$ cat config.mk
export PLATFORM = sky130hd
export DESIGN_NAME = sram_rr_arbiter
export DESIGN_NICKNAME = d
export VERILOG_FILES = /design/src/rtl/sram_rr_arbiter.sv
export SDC_FILE = /design/constraint.sdc
export NUM_CORES = 1
export LEC_CHECK = 0
export CORE_ASPECT_RATIO = 0.5
export CORE_MARGIN = 1
export CORE_UTILIZATION = 45
export DETAILED_ROUTE_END_ITERATION = 10
export PLACE_DENSITY = 0.79
export SLEW_MARGIN = 20
export SYNTH_ARGS = -nofsm -noshare
export SYNTH_HDL_FRONTEND = slang
export SYNTH_SLANG_ARGS = --single-unit
$ cat constraint.sdc
create_clock -name sram_clock -period 5 [get_ports sram_clock]
set_input_delay 1 -clock sram_clock [delete_from_list [all_inputs] [get_ports sram_clock]]
set_output_delay 1 -clock sram_clock [all_outputs]
set_load 0.005 [all_outputs]
$ cat src/rtl/sram_rr_arbiter.sv
// Round-robin SRAM command arbiter for write and read channels. It tracks reads in
// flight with an in-order tag queue and routes returned data to per-channel FWFT buffers.
module sram_rr_arbiter #(
  parameter int NUM_WR     = 2,
  parameter int NUM_RD     = 2,
  parameter int ADDR_W     = 18,
  parameter int DATA_W     = 32,
  parameter int MASK_W     = 4,
  parameter int MAX_OUTST  = 8,
  parameter int RESP_DEPTH = 4
) (
  input  logic                       sram_clock,
  input  logic                       reset,
  input  logic [NUM_WR-1:0]          wr_valid,
  output logic [NUM_WR-1:0]          wr_ready,
  input  logic [NUM_WR*ADDR_W-1:0]   wr_addr,
  input  logic [NUM_WR*DATA_W-1:0]   wr_data,
  input  logic [NUM_WR*MASK_W-1:0]   wr_mask,
  input  logic [NUM_RD-1:0]          rd_req_valid,
  output logic [NUM_RD-1:0]          rd_req_ready,
  input  logic [NUM_RD*ADDR_W-1:0]   rd_req_addr,
  output logic [NUM_RD-1:0]          rd_resp_valid,
  input  logic [NUM_RD-1:0]          rd_resp_ready,
  output logic [NUM_RD*DATA_W-1:0]   rd_resp_data,
  output logic                       sram_addr_valid,
  input  logic                       sram_ready,
  output logic [ADDR_W-1:0]          sram_addr,
  output logic [DATA_W-1:0]          sram_data_in,
  output logic [MASK_W-1:0]          sram_write_mask,
  input  logic [DATA_W-1:0]          sram_data_out,
  input  logic                       sram_data_out_valid,
  output logic                       orphan_err
);

  localparam int NREQ  = NUM_WR + NUM_RD;
  localparam int PTR_W = (NREQ > 1) ? $clog2(NREQ) : 1;
  localparam int CH_W  = (NUM_RD > 1) ? $clog2(NUM_RD) : 1;
  localparam int TQ_W  = (MAX_OUTST > 1) ? $clog2(MAX_OUTST) : 1;
  localparam int TC_W  = $clog2(MAX_OUTST + 1);
  localparam int RB_W  = (RESP_DEPTH > 1) ? $clog2(RESP_DEPTH) : 1;
  localparam int RC_W  = $clog2(RESP_DEPTH + 1);

  logic [PTR_W-1:0]  rr_ptr;
  logic              cmd_vld_p0;
  logic              cmd_rd_p0;
  logic [CH_W-1:0]   cmd_ch_p0;
  logic [ADDR_W-1:0] cmd_addr_p0;
  logic [DATA_W-1:0] cmd_data_p0;
  logic [MASK_W-1:0] cmd_mask_p0;

  logic [CH_W-1:0]   tq_mem [MAX_OUTST];
  logic [TQ_W-1:0]   tq_head, tq_tail;
  logic [TC_W-1:0]   tq_cnt;
  logic [RC_W-1:0]   outst [NUM_RD];
  logic [RC_W-1:0]   occ [NUM_RD];
  logic [DATA_W-1:0] rb_mem [NUM_RD][RESP_DEPTH];
  logic [RB_W-1:0]   rb_head [NUM_RD];
  logic [RB_W-1:0]   rb_tail [NUM_RD];
  logic              orphan_q;

  logic              load, issue, ret_ok, rd_pend, found;
  logic [CH_W-1:0]   ret_ch;
  logic [NREQ-1:0]   elig;
  logic [PTR_W-1:0]  scan_idx, win;
  logic [NUM_RD-1:0] rb_push, rb_pop;
  logic [ADDR_W-1:0] nxt_addr;
  logic [DATA_W-1:0] nxt_data;
  logic [MASK_W-1:0] nxt_mask;
  logic              nxt_rd;
  logic [CH_W-1:0]   nxt_ch;
  int                rsv_tags;

  assign load     = !reset && (!cmd_vld_p0 || sram_ready);
  assign issue    = cmd_vld_p0 && sram_ready && cmd_rd_p0;
  assign ret_ok   = sram_data_out_valid && (tq_cnt != '0);
  assign ret_ch   = tq_mem[tq_head];
  assign rd_pend  = cmd_vld_p0 && cmd_rd_p0;
  // A read sitting in the command register already holds its tag and credit.
  assign rsv_tags = int'(tq_cnt) + (rd_pend ? 1 : 0);

  always_comb begin
    elig = '0;
    for (int i = 0; i < NUM_WR; i++) elig[i] = wr_valid[i];
    for (int j = 0; j < NUM_RD; j++) begin
      elig[NUM_WR+j] = rd_req_valid[j] && (rsv_tags < MAX_OUTST) &&
                       ((int'(outst[j]) + int'(occ[j]) +
                         ((rd_pend && int'(cmd_ch_p0) == j) ? 1 : 0)) < RESP_DEPTH);
    end
  end

  always_comb begin
    found    = 1'b0;
    win      = '0;
    scan_idx = '0;
    for (int k = 0; k < NREQ; k++) begin
      scan_idx = PTR_W'((int'(rr_ptr) + k) % NREQ);
      if (!found && elig[scan_idx]) begin
        found = 1'b1;
        win   = scan_idx;
      end
    end
  end

  always_comb begin
    wr_ready     = '0;
    rd_req_ready = '0;
    nxt_addr     = '0;
    nxt_data     = '0;
    nxt_mask     = '0;
    nxt_rd       = 1'b0;
    nxt_ch       = '0;
    if (found) begin
      for (int i = 0; i < NUM_WR; i++) begin
        if (int'(win) == i) begin
          wr_ready[i] = load;
          nxt_addr    = wr_addr[i*ADDR_W +: ADDR_W];
          nxt_data    = wr_data[i*DATA_W +: DATA_W];
          nxt_mask    = wr_mask[i*MASK_W +: MASK_W];
        end
      end
      for (int j = 0; j < NUM_RD; j++) begin
        if (int'(win) == NUM_WR + j) begin
          rd_req_ready[j] = load;
          nxt_addr        = rd_req_addr[j*ADDR_W +: ADDR_W];
          nxt_rd          = 1'b1;
          nxt_ch          = CH_W'(j);
        end
      end
    end
  end

  always_comb begin
    rd_resp_valid = '0;
    rd_resp_data  = '0;
    rb_push       = '0;
    rb_pop        = '0;
    for (int j = 0; j < NUM_RD; j++) begin
      rd_resp_valid[j] = (occ[j] != '0);
      rb_push[j]       = ret_ok && (int'(ret_ch) == j);
      rb_pop[j]        = (occ[j] != '0) && rd_resp_ready[j];
      if (occ[j] != '0) rd_resp_data[j*DATA_W +: DATA_W] = rb_mem[j][rb_head[j]];
    end
  end

  // Stage p0: command register, tag queue and credit bookkeeping
  always_ff @(posedge sram_clock) begin
    if (reset) begin
      cmd_vld_p0  <= 1'b0;
      cmd_rd_p0   <= 1'b0;
      cmd_ch_p0   <= '0;
      cmd_addr_p0 <= '0;
      cmd_data_p0 <= '0;
      cmd_mask_p0 <= '0;
      rr_ptr      <= '0;
      tq_head     <= '0;
      tq_tail     <= '0;
      tq_cnt      <= '0;
      orphan_q    <= 1'b0;
      for (int j = 0; j < NUM_RD; j++) begin
        outst[j]   <= '0;
        occ[j]     <= '0;
        rb_head[j] <= '0;
        rb_tail[j] <= '0;
      end
    end else begin
      if (load) begin
        cmd_vld_p0  <= found;
        cmd_rd_p0   <= nxt_rd;
        cmd_ch_p0   <= nxt_ch;
        cmd_addr_p0 <= nxt_addr;
        cmd_data_p0 <= nxt_data;
        cmd_mask_p0 <= nxt_mask;
        if (found) rr_ptr <= (int'(win) == NREQ - 1) ? '0 : win + PTR_W'(1);
      end
      if (issue) tq_tail <= (tq_tail == TQ_W'(MAX_OUTST - 1)) ? '0 : tq_tail + TQ_W'(1);
      if (ret_ok) tq_head <= (tq_head == TQ_W'(MAX_OUTST - 1)) ? '0 : tq_head + TQ_W'(1);
      case ({issue, ret_ok})
        2'b10:   tq_cnt <= tq_cnt + TC_W'(1);
        2'b01:   tq_cnt <= tq_cnt - TC_W'(1);
        default: tq_cnt <= tq_cnt;
      endcase
      if (sram_data_out_valid && tq_cnt == '0) orphan_q <= 1'b1;
      for (int j = 0; j < NUM_RD; j++) begin
        case ({issue && int'(cmd_ch_p0) == j, rb_push[j]})
          2'b10:   outst[j] <= outst[j] + RC_W'(1);
          2'b01:   outst[j] <= outst[j] - RC_W'(1);
          default: outst[j] <= outst[j];
        endcase
        case ({rb_push[j], rb_pop[j]})
          2'b10:   occ[j] <= occ[j] + RC_W'(1);
          2'b01:   occ[j] <= occ[j] - RC_W'(1);
          default: occ[j] <= occ[j];
        endcase
        if (rb_push[j])
          rb_tail[j] <= (rb_tail[j] == RB_W'(RESP_DEPTH - 1)) ? '0 : rb_tail[j] + RB_W'(1);
        if (rb_pop[j])
          rb_head[j] <= (rb_head[j] == RB_W'(RESP_DEPTH - 1)) ? '0 : rb_head[j] + RB_W'(1);
      end
    end
  end

  // Stage p0 storage: tag and response memories carry data only
  always_ff @(posedge sram_clock) begin
    if (issue) tq_mem[tq_tail] <= cmd_ch_p0;
    for (int j = 0; j < NUM_RD; j++) begin
      if (rb_push[j]) rb_mem[j][rb_tail[j]] <= sram_data_out;
    end
  end

  assign sram_addr_valid = cmd_vld_p0;
  assign sram_addr       = cmd_addr_p0;
  assign sram_data_in    = cmd_data_p0;
  assign sram_write_mask = cmd_mask_p0;
  assign orphan_err      = orphan_q;

endmodule
==> results of run 1 <==
cell type report:
class	instances	area, µm²	area share, %
Clock buffer	47	931	4.61
Timing Repair Buffer	332	3280	16.2
Sequential cell	357	9990	49.5
Multi-Input combinational cell	598	5170	25.6
Inverter	34	128	0.632
Tap cell	465	582	2.88
Clock inverter	12	113	0.558
metal layers:
| metal | GRT usage [%] | part of all wire, % | wire length, µm |
|---|---|---|---|
| met3 | 5.12 | 6.1 | 2480 |
| met1 | 28.2 | 40 | 16300 |
| met5 | 0 | 0 | 0 |
| met4 | 6.48 | 2.3 | 942 |
| met2 | 40.5 | 52 | 21300 |
path summary, 6_finish.rpt:
check | depth (start not counted) | endpoint | slack, ns | start
max | 9 | rd_req_ready[0] | 0.32 | rd_req_valid[0]
min | 2 | sram_addr[17]$_SDFFE_PP0P_ | 0.45 | sram_addr[17]$_SDFFE_PP0P_
max reg2reg | 11 | sram_addr[3]$_SDFFE_PP0P_ | 1.09 | occ[1][1]$_DFFE_PP_
min reg2reg | 2 | sram_addr[17]$_SDFFE_PP0P_ | 0.45 | sram_addr[17]$_SDFFE_PP0P_
critical path, stage by stage:
cell	delay, ns
sky130_fd_sc_hd__clkdlybuf4s50_1	0.47
sky130_fd_sc_hd__nor4b_2	0.35
sky130_fd_sc_hd__o211ai_2	0.26
sky130_fd_sc_hd__a41oi_1	0.21
sky130_fd_sc_hd__o311ai_1	0.25
sky130_fd_sc_hd__inv_1	0.15
sky130_fd_sc_hd__ha_1	0.21
sky130_fd_sc_hd__and3_1	0.21
sky130_fd_sc_hd__clkdlybuf4s50_1	0.56
sequential cells by signal (all words and copies together) (netlist names), 6 cells and up, named ones only:
name / count
sram_addr: 18
outst: 6
sram_data_in: 32
rb_mem: 256
tq_mem: 8
occ: 6
cell families (layout without fill, tap and decap cells):
| group | Yosys count | count (layout) |
|---|---|---|
| DFF | 357 | 357 |
| xor gates and xnor gates | 7 | 7 |
| muxes | 72 | 72 |
| buffers and inverters | 116 | 425 |
| adders and majority gates | 43 | 43 |
| AOI/OAI and AO/OA | 246 | 246 |
| and+or+nand+nor | 230 | 230 |
power breakdown:
group	internal, mW	leakage [nW]	switching, mW	total, mW
registers	3.35	3.18	0.112	3.46
logic	1.06	2.96	0.986	2.05
clock network	1.37	0.508	1.10	2.47
placed cells by master, fill, tap and decap left out, types with 3 or more instances in the layout:
cell                                n
sky130_fd_sc_hd__inv_1             33
sky130_fd_sc_hd__nand2_1           75
sky130_fd_sc_hd__nor4_1             5
sky130_fd_sc_hd__a211oi_1          17
sky130_fd_sc_hd__dfxtp_1           73
sky130_fd_sc_hd__a21oi_1           33
sky130_fd_sc_hd__and2_2             8
sky130_fd_sc_hd__o2111ai_1         39
sky130_fd_sc_hd__mux2_2             4
sky130_fd_sc_hd__o211ai_2          11
sky130_fd_sc_hd__mux4_2            66
sky130_fd_sc_hd__nor3_1            12
sky130_fd_sc_hd__nand3_1            4
sky130_fd_sc_hd__edfxtp_1         284
sky130_fd_sc_hd__and3_1             5
sky130_fd_sc_hd__a22oi_1           18
sky130_fd_sc_hd__xor2_1             5
sky130_fd_sc_hd__clkbuf_16         35
sky130_fd_sc_hd__clkinv_1           5
sky130_fd_sc_hd__buf_4             20
sky130_fd_sc_hd__a2111oi_0          4
sky130_fd_sc_hd__clkdlybuf4s50_1  310
sky130_fd_sc_hd__clkinv_2           3
sky130_fd_sc_hd__and2_1            65
sky130_fd_sc_hd__clkbuf_1          11
sky130_fd_sc_hd__o21ai_0           27
sky130_fd_sc_hd__o22ai_1           17
sky130_fd_sc_hd__nor2_1            32
sky130_fd_sc_hd__ha_1              39
sky130_fd_sc_hd__nand2b_1           6
sky130_fd_sc_hd__fa_1               3
sky130_fd_sc_hd__nor2b_1            3
sky130_fd_sc_hd__a31oi_1           36
sky130_fd_sc_hd__o211ai_1          27
cells in the mapped netlist, types with 2 or more instances:
cell type	count
sky130_fd_sc_hd__nor2b_1	5
sky130_fd_sc_hd__a31oi_1	36
sky130_fd_sc_hd__and3_1	5
sky130_fd_sc_hd__o211a_1	2
sky130_fd_sc_hd__o2111ai_1	39
sky130_fd_sc_hd__dfxtp_1	73
sky130_fd_sc_hd__mux2_2	4
sky130_fd_sc_hd__nor4_1	5
sky130_fd_sc_hd__or2_2	2
sky130_fd_sc_hd__a221oi_1	2
sky130_fd_sc_hd__nor4b_1	2
sky130_fd_sc_hd__mux2i_1	2
sky130_fd_sc_hd__xnor2_1	2
sky130_fd_sc_hd__a22oi_1	18
sky130_fd_sc_hd__nand2b_1	6
sky130_fd_sc_hd__nor3_1	12
sky130_fd_sc_hd__o211ai_2	11
sky130_fd_sc_hd__o22ai_1	17
sky130_fd_sc_hd__a41oi_1	2
sky130_fd_sc_hd__edfxtp_1	284
sky130_fd_sc_hd__or3_1	2
sky130_fd_sc_hd__buf_2	17
sky130_fd_sc_hd__mux4_2	66
sky130_fd_sc_hd__nor2_1	33
sky130_fd_sc_hd__xor2_1	5
sky130_fd_sc_hd__clkbuf_1	52
sky130_fd_sc_hd__ha_1	40
sky130_fd_sc_hd__a211oi_1	17
sky130_fd_sc_hd__o31ai_1	2
sky130_fd_sc_hd__nand2_1	75
sky130_fd_sc_hd__inv_1	33
sky130_fd_sc_hd__and2_1	73
sky130_fd_sc_hd__nand4_1	2
sky130_fd_sc_hd__o41ai_1	2
sky130_fd_sc_hd__buf_6	5
sky130_fd_sc_hd__a21oi_1	33
sky130_fd_sc_hd__o21ai_0	27
sky130_fd_sc_hd__buf_1	6
sky130_fd_sc_hd__nand3_1	4
sky130_fd_sc_hd__a2111oi_0	4
sky130_fd_sc_hd__fa_1	3
sky130_fd_sc_hd__o211ai_1	27
stage by stage:
step                      total power [mW]  setup WS, ns  instance area [µm²]  utilization [%]
after floorplan                       4.56          1.07                15600                -
after global placement                5.53         0.337                19100             56.9
after detailed placement              5.57         0.314                19100             56.9
after CTS                             8.03         0.274                20200             60.0
after global routing                  8.29         0.163                20200             60.0
final                                 7.97         0.318                20200             60.0
==> metrics.csv, run 1 <==
stage,metric,value,unit
outcome,run_status,"finished, final reports clean",
final_layout,nets,1586,
synthesis,synth-simple-area-share,7.56,%
clocking,postCtsSetupBuffers,0,
sta,setup_repair_after_global_routing_missed_its_margin,no,
synthesis,synth.top_cells.by_area,"sky130_fd_sc_hd__edfxtp_1 (55%), sky130_fd_sc_hd__mux4_2 (9.5%), sky130_fd_sc_hd__dfxtp_1 (9.3%)",
global_route,initial_antenna_violation_count,0,
global_route,vias_in_the_first_global_route,10900,
route,routed_wl,41000,µm
route,drcViolationCount,0,
final_layout,areaGrowthSynthToFinish,29.1,%
clocking,tritoncts.num_buffers,34,
critical_path,worstPathMaxFanout,4,
synthesis,synth-async-reset-ratio,0,%
synthesis,largest_area_contributor_in_the_synthesized_netlist,sky130_fd_sc_hd__edfxtp_1,
synthesis,synth_adder_area_share,3.58,%
route,drt_first_iter_violations,693,
sta,hold-worst-slack,0.453,ns
die,core.rowCount,47,
critical_path,required,4.00,ns
placed_design,place.port_buffers,311,
critical_path,start_kind,input pin,
synthesis,synthXorXnorAreaFrac,0.392,%
critical_path,critPathKind,in -> out,
synthesis,synth_compound_gate_area_share,11.4,%
synthesis,synthCells,1071,
final_layout,n_antenna_cell,0,
route,drt_pass1_iterations,5,
route,final_antenna_net_count,0,
sta,worst_clock_skew,0.0195,ns
synthesis,synthesis.area_per_instance,14.6,µm²
critical_path,crit_arrival,3.68,ns
critical_path,worstSetupEndpointType,output port,
final_layout,num-fill-cells,2588,
die,design.portCount,312,
sta,max_frequency,214,MHz
clocking,ctsResizeCount,0,
global_route,grt_first_pass_wirelength,62400,µm
route,num_vias,10500,
global_route,grt-ovfl-total,0,
sta,setup-violations-final,0,
synthesis,synth.lib_cells_used.distinct,56,
synthesis,dominantRegCellSynth,sky130_fd_sc_hd__edfxtp_1,
final_layout,layout-drive-gt1-share,12.0,%
die,core,33600,µm²
sta,maxSlewViolCount,0,
pwr,power_leakage,6.65,nW
sta,period_share,93.6,%
global_route,grtUsageTotal,22.8,%
die,die-area,35500,µm²
job,max-cap-violations,0,
clocking,hold_bufs_at_cts,0,
clocking,cts_root_buffer,sky130_fd_sc_hd__clkbuf_16,
placed_design,place.gp.congestion,0.983,
placed_design,hpwl,26300,µm
min_path,hold_path.class,reg -> reg,
synthesis,synth.yosys.warnings,0,
synthesis,synth_nets,1300,
synthesis,synth_top_family_by_area,compound AO/OA/AOI/OAI gates,
pwr,power-per-cell-area,395,nW/µm²
synthesis,synthMuxAreaShare,9.92,%
synthesis,netlist.area_leader.share,54.5,%
die,die_h,134,µm
pwr,vdd_drop_max,0.220,mV
clocking,cts.sinks,357,
die,width_of_the_die,266,µm
clocking,worstSkewPairLatency,0.53,ns
sta,timing_worst_slew_pin_value,1.09,ns
sta,timing.setup.tns,0,ns
clocking,clock_path_buffers,3,
sta,timing.slew.headroom,27.6,%
placed_design,dp_cells,1786,
synthesis,edff_count_synth,284,
synthesis,syn_area,15600,µm²
clocking,cts.clk_slew.worst_paths,0.06,ns
die,initial_utilization,46.5,%
clocking,cts_tree,done,
sta,timing_hold_violations_final,0,
synthesis,ff_latch_count_synth,357,
clocking,h-tree-depth,2,
route,avgViaCountPerCell,5.70,
sta,min_period,4.68,ns
synthesis,synth-seq-area-share,63.9,%
route,routedWlPerCell,22.2,µm
final_layout,final-instance-count-excl-fill,1845,
global_route,grt_start_max_net_pins,88,
Power figures use the tool's default switching activity.
==> run 2: changes to the inputs <==
--- a/config.mk
+++ b/config.mk
@@ -8,6 +8,7 @@
 export CORE_ASPECT_RATIO = 0.5
 export CORE_MARGIN = 1
 export CORE_UTILIZATION = 45
+export CTS_CLUSTER_DIAMETER = 120
 export DETAILED_ROUTE_END_ITERATION = 10
 export PLACE_DENSITY = 0.79
 export SLEW_MARGIN = 20
==> results of run 2 <==
Same layout as run 1: the final DEF is identical, and so are final timing and power.
==> run 3: changes to the inputs <==
--- a/config.mk
+++ b/config.mk
@@ -11,6 +11,7 @@
 export CTS_CLUSTER_DIAMETER = 120
 export DETAILED_ROUTE_END_ITERATION = 10
 export PLACE_DENSITY = 0.79
+export SKIP_LAST_GASP = 1
 export SLEW_MARGIN = 20
 export SYNTH_ARGS = -nofsm -noshare
 export SYNTH_HDL_FRONTEND = slang
==> results of run 3 <==
Same layout as run 1: the final DEF is identical, and so are final timing and power.
